**src/rtl/countdown_timer_bcd_pkg.sv**
```systemverilog
// Shared types and helpers for the BCD countdown timer: FSM state encoding,
// active-low 7-segment patterns and BCD digit utilities.
package countdown_pkg;

    typedef enum logic [1:0] {
        ST_IDLE    = 2'd0,
        ST_RUN     = 2'd1,
        ST_PAUSED  = 2'd2,
        ST_EXPIRED = 2'd3
    } state_e;

    // Segment order is {g,f,e,d,c,b,a}; a 0 lights the segment.
    localparam logic [6:0] SEG_0     = 7'h40;
    localparam logic [6:0] SEG_1     = 7'h79;
    localparam logic [6:0] SEG_2     = 7'h24;
    localparam logic [6:0] SEG_3     = 7'h30;
    localparam logic [6:0] SEG_4     = 7'h19;
    localparam logic [6:0] SEG_5     = 7'h12;
    localparam logic [6:0] SEG_6     = 7'h02;
    localparam logic [6:0] SEG_7     = 7'h78;
    localparam logic [6:0] SEG_8     = 7'h00;
    localparam logic [6:0] SEG_9     = 7'h10;
    localparam logic [6:0] SEG_BLANK = 7'h7F;

    function automatic logic [3:0] bcd_clamp(input logic [3:0] d);
        return (d > 4'd9) ? 4'd9 : d;
    endfunction

    function automatic logic [6:0] seg_decode(input logic [3:0] d);
        logic [6:0] s;
        case (d)
            4'd0:    s = SEG_0;
            4'd1:    s = SEG_1;
            4'd2:    s = SEG_2;
            4'd3:    s = SEG_3;
            4'd4:    s = SEG_4;
            4'd5:    s = SEG_5;
            4'd6:    s = SEG_6;
            4'd7:    s = SEG_7;
            4'd8:    s = SEG_8;
            4'd9:    s = SEG_9;
            default: s = SEG_BLANK;
        endcase
        return s;
    endfunction

endpackage

```
**src/rtl/countdown_timer_bcd_seg_scan4.sv**
```systemverilog
// Four-digit multiplexed 7-segment driver: walks the digits at a fixed rate
// and presents registered, active-low segment/decimal-point/anode signals.
module seg_scan4
    import countdown_pkg::*;
#(
    parameter int SCAN_DIV = 100_000
) (
    input  logic        clock,
    input  logic        resetn,
    input  logic [15:0] bcd,
    input  logic [3:0]  blank_mask,
    input  logic [3:0]  dp_mask,
    output logic [6:0]  seg,
    output logic        dp,
    output logic [3:0]  an
);

    localparam int SW = (SCAN_DIV > 2) ? $clog2(SCAN_DIV) : 1;
    localparam logic [SW-1:0] SCAN_LAST = SW'(SCAN_DIV - 1);

    logic [SW-1:0] scan_cnt_q, scan_cnt_d;
    logic [1:0]    digit_q, digit_d;
    logic [6:0]    seg_q, seg_d;
    logic          dp_q, dp_d;
    logic [3:0]    an_q, an_d;
    logic [3:0]    digit_val;

    assign digit_val = bcd[{digit_q, 2'b00} +: 4];

    always_comb begin
        scan_cnt_d = scan_cnt_q + 1'b1;
        digit_d    = digit_q;
        if (scan_cnt_q == SCAN_LAST) begin
            scan_cnt_d = '0;
            digit_d    = digit_q + 2'd1;
        end
        seg_d = blank_mask[digit_q] ? SEG_BLANK : seg_decode(digit_val);
        dp_d  = ~dp_mask[digit_q];
        an_d  = ~(4'b0001 << digit_q);
    end

    always_ff @(posedge clock or negedge resetn) begin
        if (!resetn) begin
            scan_cnt_q <= '0;
            digit_q    <= 2'd0;
            seg_q      <= SEG_BLANK;
            dp_q       <= 1'b1;
            an_q       <= 4'b1111;
        end else begin
            scan_cnt_q <= scan_cnt_d;
            digit_q    <= digit_d;
            seg_q      <= seg_d;
            dp_q       <= dp_d;
            an_q       <= an_d;
        end
    end

    assign seg = seg_q;
    assign dp  = dp_q;
    assign an  = an_q;

endmodule

```
**src/rtl/countdown_timer_bcd.sv**
```systemverilog
// Four-digit BCD countdown timer with prescaled tick, pause/resume,
// optional auto-reload, expiry pulse and a direct 7-segment display drive.
module countdown_timer_bcd
    import countdown_pkg::*;
#(
    parameter int CLK_HZ   = 100_000_000,
    parameter int TICK_HZ  = 1,
    parameter int SCAN_HZ  = 1000,
    parameter int BLANK_LZ = 1
) (
    input  logic        clock,
    input  logic        resetn,
    input  logic        load,
    input  logic [15:0] load_bcd,
    input  logic        start,
    input  logic        pause,
    input  logic        auto_reload,
    output logic        busy,
    output logic        done,
    output logic        expired,
    output logic [15:0] count_bcd,
    output logic [6:0]  seg,
    output logic        dp,
    output logic [3:0]  an
);

    localparam int TICK_DIV = CLK_HZ / TICK_HZ;
    localparam int SCAN_DIV = CLK_HZ / SCAN_HZ;
    localparam int PW       = (TICK_DIV > 2) ? $clog2(TICK_DIV) : 1;
    localparam logic [PW-1:0] PRESC_LAST = PW'(TICK_DIV - 1);

    state_e        state_q, state_d;
    logic [15:0]   count_q, count_d;
    logic [15:0]   reload_q, reload_d;
    logic [PW-1:0] presc_q, presc_d;
    logic          done_q, done_d;

    logic [15:0]   load_clamped;
    logic [15:0]   count_dec;
    logic [3:0]    borrow;
    logic [3:0]    blank_mask;
    logic [3:0]    dp_mask;
    logic          tick;

    assign borrow[0]     = 1'b1;
    assign blank_mask[0] = 1'b0;

    generate
        for (genvar gi = 0; gi < 4; gi++) begin : g_digit
            assign load_clamped[gi*4 +: 4] = bcd_clamp(load_bcd[gi*4 +: 4]);
            // Ripple borrow: a digit only decrements if every lower digit was 0.
            assign count_dec[gi*4 +: 4] =
                !borrow[gi]                    ? count_q[gi*4 +: 4] :
                (count_q[gi*4 +: 4] == 4'd0)   ? 4'd9 :
                                                 count_q[gi*4 +: 4] - 4'd1;
            if (gi < 3) begin : g_borrow
                assign borrow[gi+1] = borrow[gi] & (count_q[gi*4 +: 4] == 4'd0);
            end
            if (gi > 0) begin : g_blank
                assign blank_mask[gi] = (BLANK_LZ != 0) && (count_q[15:gi*4] == '0);
            end
        end
    endgenerate

    assign tick = (state_q == ST_RUN) && (presc_q == PRESC_LAST);

    always_comb begin
        state_d  = state_q;
        count_d  = count_q;
        reload_d = reload_q;
        presc_d  = presc_q;
        done_d   = 1'b0;

        if (load) begin
            count_d  = load_clamped;
            reload_d = load_clamped;
            presc_d  = '0;
            state_d  = ST_IDLE;
        end else if (state_q == ST_RUN) begin
            // The pause cycle itself still counts as a running cycle.
            presc_d = tick ? '0 : presc_q + 1'b1;
            if (tick) begin
                if (count_q == 16'h0000) begin
                    if (reload_q != 16'h0000) begin
                        count_d = reload_q;
                    end else begin
                        state_d = ST_EXPIRED;
                    end
                end else begin
                    count_d = count_dec;
                    if (count_q == 16'h0001) begin
                        done_d = 1'b1;
                        if (!(auto_reload && (reload_q != 16'h0000))) begin
                            state_d = ST_EXPIRED;
                        end
                    end
                end
            end
            if (pause && (state_d == ST_RUN)) begin
                state_d = ST_PAUSED;
            end
        end else if (start && !pause) begin
            case (state_q)
                ST_IDLE: begin
                    presc_d = '0;
                    if (count_q != 16'h0000) begin
                        state_d = ST_RUN;
                    end else begin
                        state_d = ST_EXPIRED;
                        done_d  = 1'b1;
                    end
                end
                // Resume keeps the partial tick; PAUSED at 0000 can only be the
                // auto-reload gap, so resuming there is still meaningful.
                ST_PAUSED: state_d = ST_RUN;
                default:   state_d = state_q;
            endcase
        end
    end

    always_ff @(posedge clock or negedge resetn) begin
        if (!resetn) begin
            state_q  <= ST_IDLE;
            count_q  <= '0;
            reload_q <= '0;
            presc_q  <= '0;
            done_q   <= 1'b0;
        end else begin
            state_q  <= state_d;
            count_q  <= count_d;
            reload_q <= reload_d;
            presc_q  <= presc_d;
            done_q   <= done_d;
        end
    end

    always_comb begin
        dp_mask = 4'b0000;
        if (state_q == ST_PAUSED) begin
            dp_mask = 4'b0001;
        end else if (state_q == ST_EXPIRED) begin
            dp_mask = 4'b1111;
        end
    end

    assign busy      = (state_q == ST_RUN);
    assign expired   = (state_q == ST_EXPIRED);
    assign done      = done_q;
    assign count_bcd = count_q;

    seg_scan4 #(
        .SCAN_DIV (SCAN_DIV)
    ) u_scan (
        .clock      (clock),
        .resetn     (resetn),
        .bcd        (count_q),
        .blank_mask (blank_mask),
        .dp_mask    (dp_mask),
        .seg        (seg),
        .dp         (dp),
        .an         (an)
    );

endmodule

```
**config.mk**
```make
export PLATFORM = sky130hd
export DESIGN_NAME = countdown_timer_bcd
export DESIGN_NICKNAME = d
export VERILOG_FILES = /design/src/rtl/countdown_timer_bcd_pkg.sv /design/src/rtl/countdown_timer_bcd_seg_scan4.sv /design/src/rtl/countdown_timer_bcd.sv
export SDC_FILE = /design/constraint.sdc
export NUM_CORES = 1
export LEC_CHECK = 0
export ABC_AREA = 0
export BUFFER_PORTS_ARGS = -buffer_cell sky130_fd_sc_hd__buf_2
export CORE_ASPECT_RATIO = 1.4
export CORE_MARGIN = 2
export CORE_UTILIZATION = 64
export CTS_CLUSTER_DIAMETER = 40
export DETAILED_ROUTE_END_ITERATION = 12
export PLACE_DENSITY = 0.94
export SYNTH_ARGS = -nofsm -noshare
export SYNTH_HDL_FRONTEND = slang
export SYNTH_SLANG_ARGS = --single-unit
```
**constraint.sdc**
```tcl
create_clock -name clock -period 3.47 [get_ports clock]
set_clock_uncertainty 0.1 [all_clocks]
set_input_delay 0.347 -clock clock [delete_from_list [all_inputs] [get_ports clock]]
set_output_delay 0.347 -clock clock [all_outputs]
set_load 0.005 [all_outputs]
```
==> impl_results.md, run 1 <==
* Drt first-iter violations at ~620
* Resized Gates After CTS at 0
* Unique cell type count in the Yosys netlist at 60
* Unrepaired setup endpoints after global routing: no
* Count of standard-cell rows at 38
* Number of instances in the synthesized netlist at roughly 540
* Lkg Pwr at ~2.4 nW
* Achievable Freq at about 0.35 GHz
* Synth Cell Area at approximately 5100 um^2
* Final hold violation count at 0
* Syn-to-layout area delta at 10.66%
* Number of antenna violations at the first check in global routing at 0
* Global-route congestion overflow total at 0
* WS Path Type: reg -> reg
* Headroom to the max-slew limit at ~15%
* Number of diodes at 0
* Global-route usage over all layers at a little under a third
* Global-route wire length before repair at between 20000 and 25000 um
* Clock buffer count from CTS at 9
* Initial Utilization at between 60% and 70%
* TritonCTS clock tree: built
* Area leader, netlist: sky130_fd_sc_hd__dfrtp_1
* Sum of internal, switching and leakage power at 2.220 mW
* Hold Crit Class: in -> async
* Count of flip-flops with a built-in enable after synthesis at 0
* WL per Instance at 18.68 um
* Fraction of synthesis flops using an asynchronous set or reset pin at 100.0%
* Number of violations of the max-capacitance limit at 0
* Run status: finished, final reports clean
* Port Buffers at 52
* WP data arrival at about 3.0 ns
* Placed cell area at about 5400 um^2
* Clk sinks at 93
* Commonest cells post-synth: 81 x sky130_fd_sc_hd__dfrtp_1, 46 x sky130_fd_sc_hd__nor2_1, 44 x sky130_fd_sc_hd__o21ai_0
* Layout net count at roughly 610
* IR drop worst, VDD at between 0.2 and 0.25 mV
* Clock tree buffer depth at 2
* Gp weighted congestion at between 0.9 and 1
* Final TNS setup at 0 ns
* FF-to-FF path depth at 6
* Number of hold buffers added after cts at 0
* HPWL after detailed placement at 8864 um
* Proportion of layout cells with a drive suffix above 1 at 17.06%
* Layout Cell Area excl Fill at 5635 um^2
* DRC Markers at 0
* Worst Tran Pin Value at ~1.3 ns
* # H-tree levels at 3
* Setup-violating endpoint count in the final report at 0
* Share of synthesized area occupied by flip-flops and latches at between 40% and 50%
* Worst-Skew Late Latency at between 0.3 and 0.4 ns
* Most frequent cell after synthesis: sky130_fd_sc_hd__dfrtp_1
* Flop and latch count out of synthesis at 93
* Library cell used as clock root buffer: sky130_fd_sc_hd__clkbuf_8
* Critical path startpoint category: flop
* Area enclosed by the die boundary at between 8000 and 9000 um^2
* Syn_area_per_cell at approximately 9.5 um^2
* Power per standard cell area at 394.0 nW/um^2
* Yosys top cell area share at about 40%
* Per-cell via count in the routed design at between 6 and 7
* # Post-CTS Setup Buffers at 0
* Max Slew Vio Count at 0
* Post-Route WL at roughly 13000 um
* Number of warnings issued by yosys at 0
* Number of placed I/O pins at between 50 and 60
* Clock-pin transition on the worst setup and hold timing paths at roughly 0.090 ns
* Number of nets produced by synthesis at around 570
* Area of the core at just under 8000 um^2
* Inst Count DP at 670
* Critical path required time at 3.65 ns
* Final period demand of the worst path at around 2.8 ns
* Crit Path Max Fanout at 14
* Number of global-route vias before repair at 4436
* Number of iterations in the first detailed-routing pass at 6
* Die extent in x at 79.39 um
* Layout Cells excl Fill at 686
* Synth area leaders: sky130_fd_sc_hd__dfrtp_1 40%, sky130_fd_sc_hd__dfstp_2 6.2%, sky130_fd_sc_hd__o21ai_0 4.3%
* Remaining antenna violation count at 0
* Post-route clock period utilization at 81.49%
* Number of vias after detailed routing at 4594
* Die Span Y at between 100 and 150 um
* Maximum number of pins on one net before global-route repair at 90
* Crit end category: flop
* Primary FF master, synth: sky130_fd_sc_hd__dfrtp_1
-- registers in the layout, summed over array words and instances (netlist names), 2 cells and up --
name and cells:
u_scan.seg 7, count_bcd 16, u_scan.digit_q 2, state_q 2, u_scan.an 4, u_scan.scan_cnt_q 17, reload_q 16, presc_q 27
-- power by group --
part           switching [mW]  internal, mW  total [mW]
Sequential             0.0654          1.15        1.21
Combinational           0.169         0.118       0.287
Clock                   0.391         0.332       0.722
Total                   0.625          1.60        2.22
-- worst max-delay path, cell delays in order, from the launching register on --
cell and delay (ns):
sky130_fd_sc_hd__dfrtp_1 0.50, sky130_fd_sc_hd__nor4_2 0.68, sky130_fd_sc_hd__nand4_1 0.16, sky130_fd_sc_hd__buf_4 0.22, sky130_fd_sc_hd__o2111ai_2 0.59, sky130_fd_sc_hd__o21ai_1 0.22, sky130_fd_sc_hd__o211a_1 0.25
-- stage by stage --
stage / utilization [%] / setup WS, ns / hold slack, ns
floorplan: - / 1.108 / -0.04859
global placement: 70.25 / 0.8853 / 0.3749
detailed placement: 70.25 / 0.7709 / 0.3869
CTS: 72.72 / 0.7417 / 0.1176
global route: 72.72 / 0.4304 / 0.1446
finish: 72.72 / 0.6425 / 0.06298
-- routing by layer --
layer / part of all wire (%) / track usage, % / wire, um / vias to the layer above
met2: 50 / 54.90 / 6463 / 297
li1: - / - / - / 2037
met5: 0 / 0 / 0 / -
met3: 8.0 / 6.076 / 1028 / 87
met4: 5.8 / 18.10 / 746 / 0
met1: 36 / 34.76 / 4577 / 2173
-- cell usage in the layout (no fill, tap or decap), types with 4 or more instances in the layout --
| cell | n |
|---|---|
| sky130_fd_sc_hd__xor2_1 | 15 |
| sky130_fd_sc_hd__or3_1 | 10 |
| sky130_fd_sc_hd__dfstp_2 | 12 |
| sky130_fd_sc_hd__nand3b_1 | 12 |
| sky130_fd_sc_hd__a21o_1 | 7 |
| sky130_fd_sc_hd__clkbuf_8 | 9 |
| sky130_fd_sc_hd__inv_1 | 37 |
| sky130_fd_sc_hd__nor2_1 | 46 |
| sky130_fd_sc_hd__o21a_1 | 8 |
| sky130_fd_sc_hd__nand2b_1 | 4 |
| sky130_fd_sc_hd__nand3_1 | 20 |
| sky130_fd_sc_hd__mux4_2 | 4 |
| sky130_fd_sc_hd__buf_2 | 51 |
| sky130_fd_sc_hd__mux2i_1 | 8 |
| sky130_fd_sc_hd__nand2_1 | 28 |
| sky130_fd_sc_hd__xnor2_1 | 11 |
| sky130_fd_sc_hd__o31ai_1 | 4 |
| sky130_fd_sc_hd__and3_1 | 6 |
| sky130_fd_sc_hd__and2_1 | 5 |
| sky130_fd_sc_hd__nor4_1 | 15 |
| sky130_fd_sc_hd__a22o_1 | 4 |
| sky130_fd_sc_hd__ha_1 | 11 |
| sky130_fd_sc_hd__or4_1 | 7 |
| sky130_fd_sc_hd__buf_4 | 9 |
| sky130_fd_sc_hd__nor3_1 | 11 |
| sky130_fd_sc_hd__a21oi_1 | 23 |
| sky130_fd_sc_hd__nand4_1 | 13 |
| sky130_fd_sc_hd__o2111ai_1 | 11 |
| sky130_fd_sc_hd__dfrtp_1 | 81 |
| sky130_fd_sc_hd__o21ai_0 | 44 |
| sky130_fd_sc_hd__o21ai_1 | 5 |
-- cell families after synthesis --
logic type | synth area share [%]
adder cells (fa/ha/maj) | 2.703
multiplexers | 3.563
buffers and inverters | 4.619
XOR/XNOR | 4.472
flip-flops | 45.99
AND/OR/NAND/NOR | 20.74
AO/OA/AOI/OAI | 17.91
-- final timing paths --
path                                                startpoint                              to  slack [ns]
worst min register to register  u_scan.scan_cnt_q[0]$_DFF_PN0_  u_scan.scan_cnt_q[0]$_DFF_PN0_        0.39
worst max register to register        count_bcd[4]$_DFFE_PN0P_       count_bcd[13]$_DFFE_PN0P_        0.64
max in group asynchronous                               resetn         u_scan.seg[4]$_DFF_PN1_        2.43
worst max-delay path                  count_bcd[4]$_DFFE_PN0P_       count_bcd[13]$_DFFE_PN0P_        0.64
min in group clock                                 load_bcd[3]        count_bcd[3]$_DFFE_PN0P_        0.13
worst min-delay path                                    resetn         reload_q[9]$_DFFE_PN0P_        0.06
-- area by class of cell --
type	instances	area (um^2)
clock buffer	10	127.6
clock inverter	6	63.81
fill	530	2115
inverter	37	138.9
multi-input combinational	380	2515
sequential	93	2342
tap	100	125.1
timing repair buffer	60	322.8
Note: power is estimated with default switching activity, not from simulation.
==> run 2: changes to the inputs <==
CORE_UTILIZATION = 53   (was 64)
PLACE_DENSITY = 0.84   (was 0.94)
clock period = 2.53 ns   (was 3.47 ns; I/O delays follow)
==> run 2 against run 1 <==
Effect of this change:
- via count decreased by 0.72%
- sequential power rose by 35%
- final cell count rose by 7.0%
- first-iteration DRC count down 47%
- maximum frequency increased by 18%
- combinational power grew 58%
- critical path depth unchanged
- cell area is 8.0% higher
- utilization shrank 8.0 points
- hold slack better by 0.037 ns
- highest routed layer unchanged
==> impl_results.md, run 2 (synthesis gave the netlist of run 1 again) <==
* Setup-violating endpoint count in the final report at 0
* Drt first-iter violations at between 300 and 400
* Number of flip-flops under the largest register name at 27
* WP data arrival at 2.52 ns
* Number of placed I/O pins at 53
* Max Slew Vio Count at 0
* Crit Path Max Fanout at 10
* Cell depth of the worst hold path at 2
* Combinational fraction of design power at 13.0%
* Global-route wire length before repair at approximately 22000 um
* Die extent in x at ~87 um
* Number of global-route vias before repair at approximately 4.6k
* Number of vias after detailed routing at between 4k and 5k
* CP startpoint: count_bcd[13]$_DFFE_PN0P_
* Net switching power at about 0.90 mW
* Placed cell area at around 5700 um^2
* Most common cell after layout, fill and taps aside: sky130_fd_sc_hd__dfrtp_1
* Layout Cell Area excl Fill at ~6000 um^2
* Series of cell instances along the critical path: nor4_1 -> nand4_1 -> buf_4 -> o2111a_1 -> a21oi_1 -> o21ai_1
* Per-cell via count in the routed design at 6.214
* Clk pwr share at between 40% and 50%
* Area enclosed by the die boundary at 10420 um^2
* Worst-case setup slack after placement at -0.06012 ns
* Critical path startpoint category: flop
* Final period demand of the worst path at approximately 2.4 ns
* Clk sinks at 93
* Critical path required time at approximately 2.7 ns
* Largest registers: presc_q: 27 flops, u_scan.scan_cnt_q: 17 flops
* Final core utilization at between 60 and 70%
* Unrepaired setup endpoints after global routing: no
* Syn-to-layout area delta at 19.51%
* Final TNS setup at 0 ns
* Gp weighted congestion at just over 0.9
* Run status: finished, final reports clean
* Inst Count DP at 714
* Clock tree buffer depth at 2
* Post-Route WL at approximately 13000 um
* Clock-pin transition on the worst setup and hold timing paths at roughly 0.06 ns
* Number of iterations in the first detailed-routing pass at 6
* Count of standard-cell rows at 42
* Power share of the sequential group at ~47%
* WL per Instance at around 18 um
* Layout Cells excl Fill at between 700 and 800
* Initial Utilization at between 50% and 60%
* Hold endpoint: count_bcd[7]$_DFFE_PN0P_
* Post-route clock period utilization at 94.71%
* Die Span Y at roughly 120 um
* Max stage delay on crit path at about 0.49 ns
* DRC Markers at 0
* WS Path Type: reg -> reg
* Worst-Skew Late Latency at 0.34 ns
* Headroom to the max-slew limit at 29.00%
* Proportion of layout cells with a drive suffix above 1 at between 20% and 30%
* Number of antenna violations at the first check in global routing at 0
* Port Buffers at between 50 and 60
* Lkg Pwr at between 2 and 3 nW
* Library cell used as clock root buffer: sky130_fd_sc_hd__clkbuf_16
* Maximum number of pins on one net before global-route repair at 48
* TritonCTS clock tree: built
* Number of violations of the max-capacitance limit at 0
* Clock buffer count from CTS at 9
* Final hold violation count at 0
* Launch instance of the worst min-delay path: load_bcd[7]
* Hold Crit Class: in -> reg
* Layout net count at approximately 650
* R2r setup slk at between 0.1 and 0.15 ns
* Slowest-stage cell, CP: sky130_fd_sc_hd__dfrtp_1
* Most flops, register: presc_q
* HPWL after detailed placement at roughly 9300 um
* IR drop worst, VDD at between 0.6 and 0.7 mV
* Final hold slack at ~0.1 ns
* Worst Tran Pin Value at approximately 1.1 ns
* Power per standard cell area at approximately 570 nW/um^2
* Area of the core at approximately 9400 um^2
* Global-route congestion overflow total at 0
* Achievable Freq at approximately 0.42 GHz
* # H-tree levels at 3
* Net switching share of the total power at 25.69%
* Critical register-to-register path endpoint: count_bcd[9]$_DFFE_PN0P_
* Number of diodes at 0
* Source of the worst register-to-register timing path: count_bcd[13]$_DFFE_PN0P_
* Setup slack after layout at 0.1338 ns
* Fill count at 731
* Remaining antenna violation count at 0
* Sum of internal, switching and leakage power at 3.485 mW
* Commonest non-fill, non-tap cells in the layout: 81 x sky130_fd_sc_hd__dfrtp_1, 51 x sky130_fd_sc_hd__buf_2, 46 x sky130_fd_sc_hd__nor2_1, 45 x sky130_fd_sc_hd__buf_4, 44 x sky130_fd_sc_hd__o21ai_0
* Global-route usage over all layers at between 20% and 30%
* Internal Dissipation at about 2.6 mW
* FF-to-FF path depth at 6
* Crit end category: flop
run 2: cell count changes in the layout (fill, tap and decap cells not counted), sizes merged:
cell,previous run,this run
clkinvlp,2,0
dlygate4sd3,0,1
buf,60,97
inv,37,38
clkbuf,10,11
run 2: worst max path at each step:
stage                                endpoint  slack (ns)
detailed placement     presc_q[4]$_DFFE_PN0P_       -0.06
CTS                 count_bcd[13]$_DFFE_PN0P_        0.03
global placement       presc_q[4]$_DFFE_PN0P_        0.02
finish               count_bcd[9]$_DFFE_PN0P_        0.13
floorplan           count_bcd[11]$_DFFE_PN0P_        0.17
global route        count_bcd[11]$_DFFE_PN0P_        0.01
run 2: critical path, delay by kind of cell (launching register included):
kind	cells	cell delay, ns
AOI/OAI and AO/OA	3	0.71
DFF	1	0.49
buffers and inverters	1	0.26
and+or+nand+nor	2	0.71
run 2: repair_timing:
| item | 4_1_cts | 5_1_grt |
|---|---|---|
| gates resized for setup | 1 | 2 |
| hold endpoints to repair | 45 | 0 |
| setup endpoints to repair | 16 | 9 |
| setup buffers | 0 | 3 |
| hold buffers | 1 | 0 |
| pin swaps | 0 | 2 |
run 2: power by group through the flow:
| stage | Clock [mW] | Combinational [mW] | Sequential [mW] |
|---|---|---|---|
| after CTS | 1.41 | 0.451 | 1.63 |
| final | 1.40 | 0.454 | 1.63 |
| after global placement | 0 | 0.431 | 1.66 |
| after detailed placement | 0 | 0.446 | 1.66 |
| after floorplan | 0 | 0.230 | 1.66 |
| after global routing | 1.48 | 0.506 | 1.64 |
run 2: per-layer routing:
metal / vias to the layer above / share of wire (%) / GRT usage (%)
met3: 36 / 6.8 / 5.433
met1: 2178 / 39 / 31.72
met4: 0 / 3.0 / 11.04
li1: 2126 / - / -
met5: - / 0 / 0
met2: 221 / 51 / 45.13
run 2: layout make-up:
| cell class | count | area (um^2) | share of cell area, % |
|---|---|---|---|
| Clock buffer | 11 | 252.7 | 4.153 |
| Clock inverter | 5 | 57.56 | 0.9457 |
| Inverter | 37 | 138.9 | 2.282 |
| Multi-Input combinational cell | 380 | 2534 | 41.63 |
| Sequential cell | 93 | 2342 | 38.49 |
| Tap cell | 110 | 137.6 | 2.262 |
| Timing Repair Buffer | 98 | 623.1 | 10.24 |
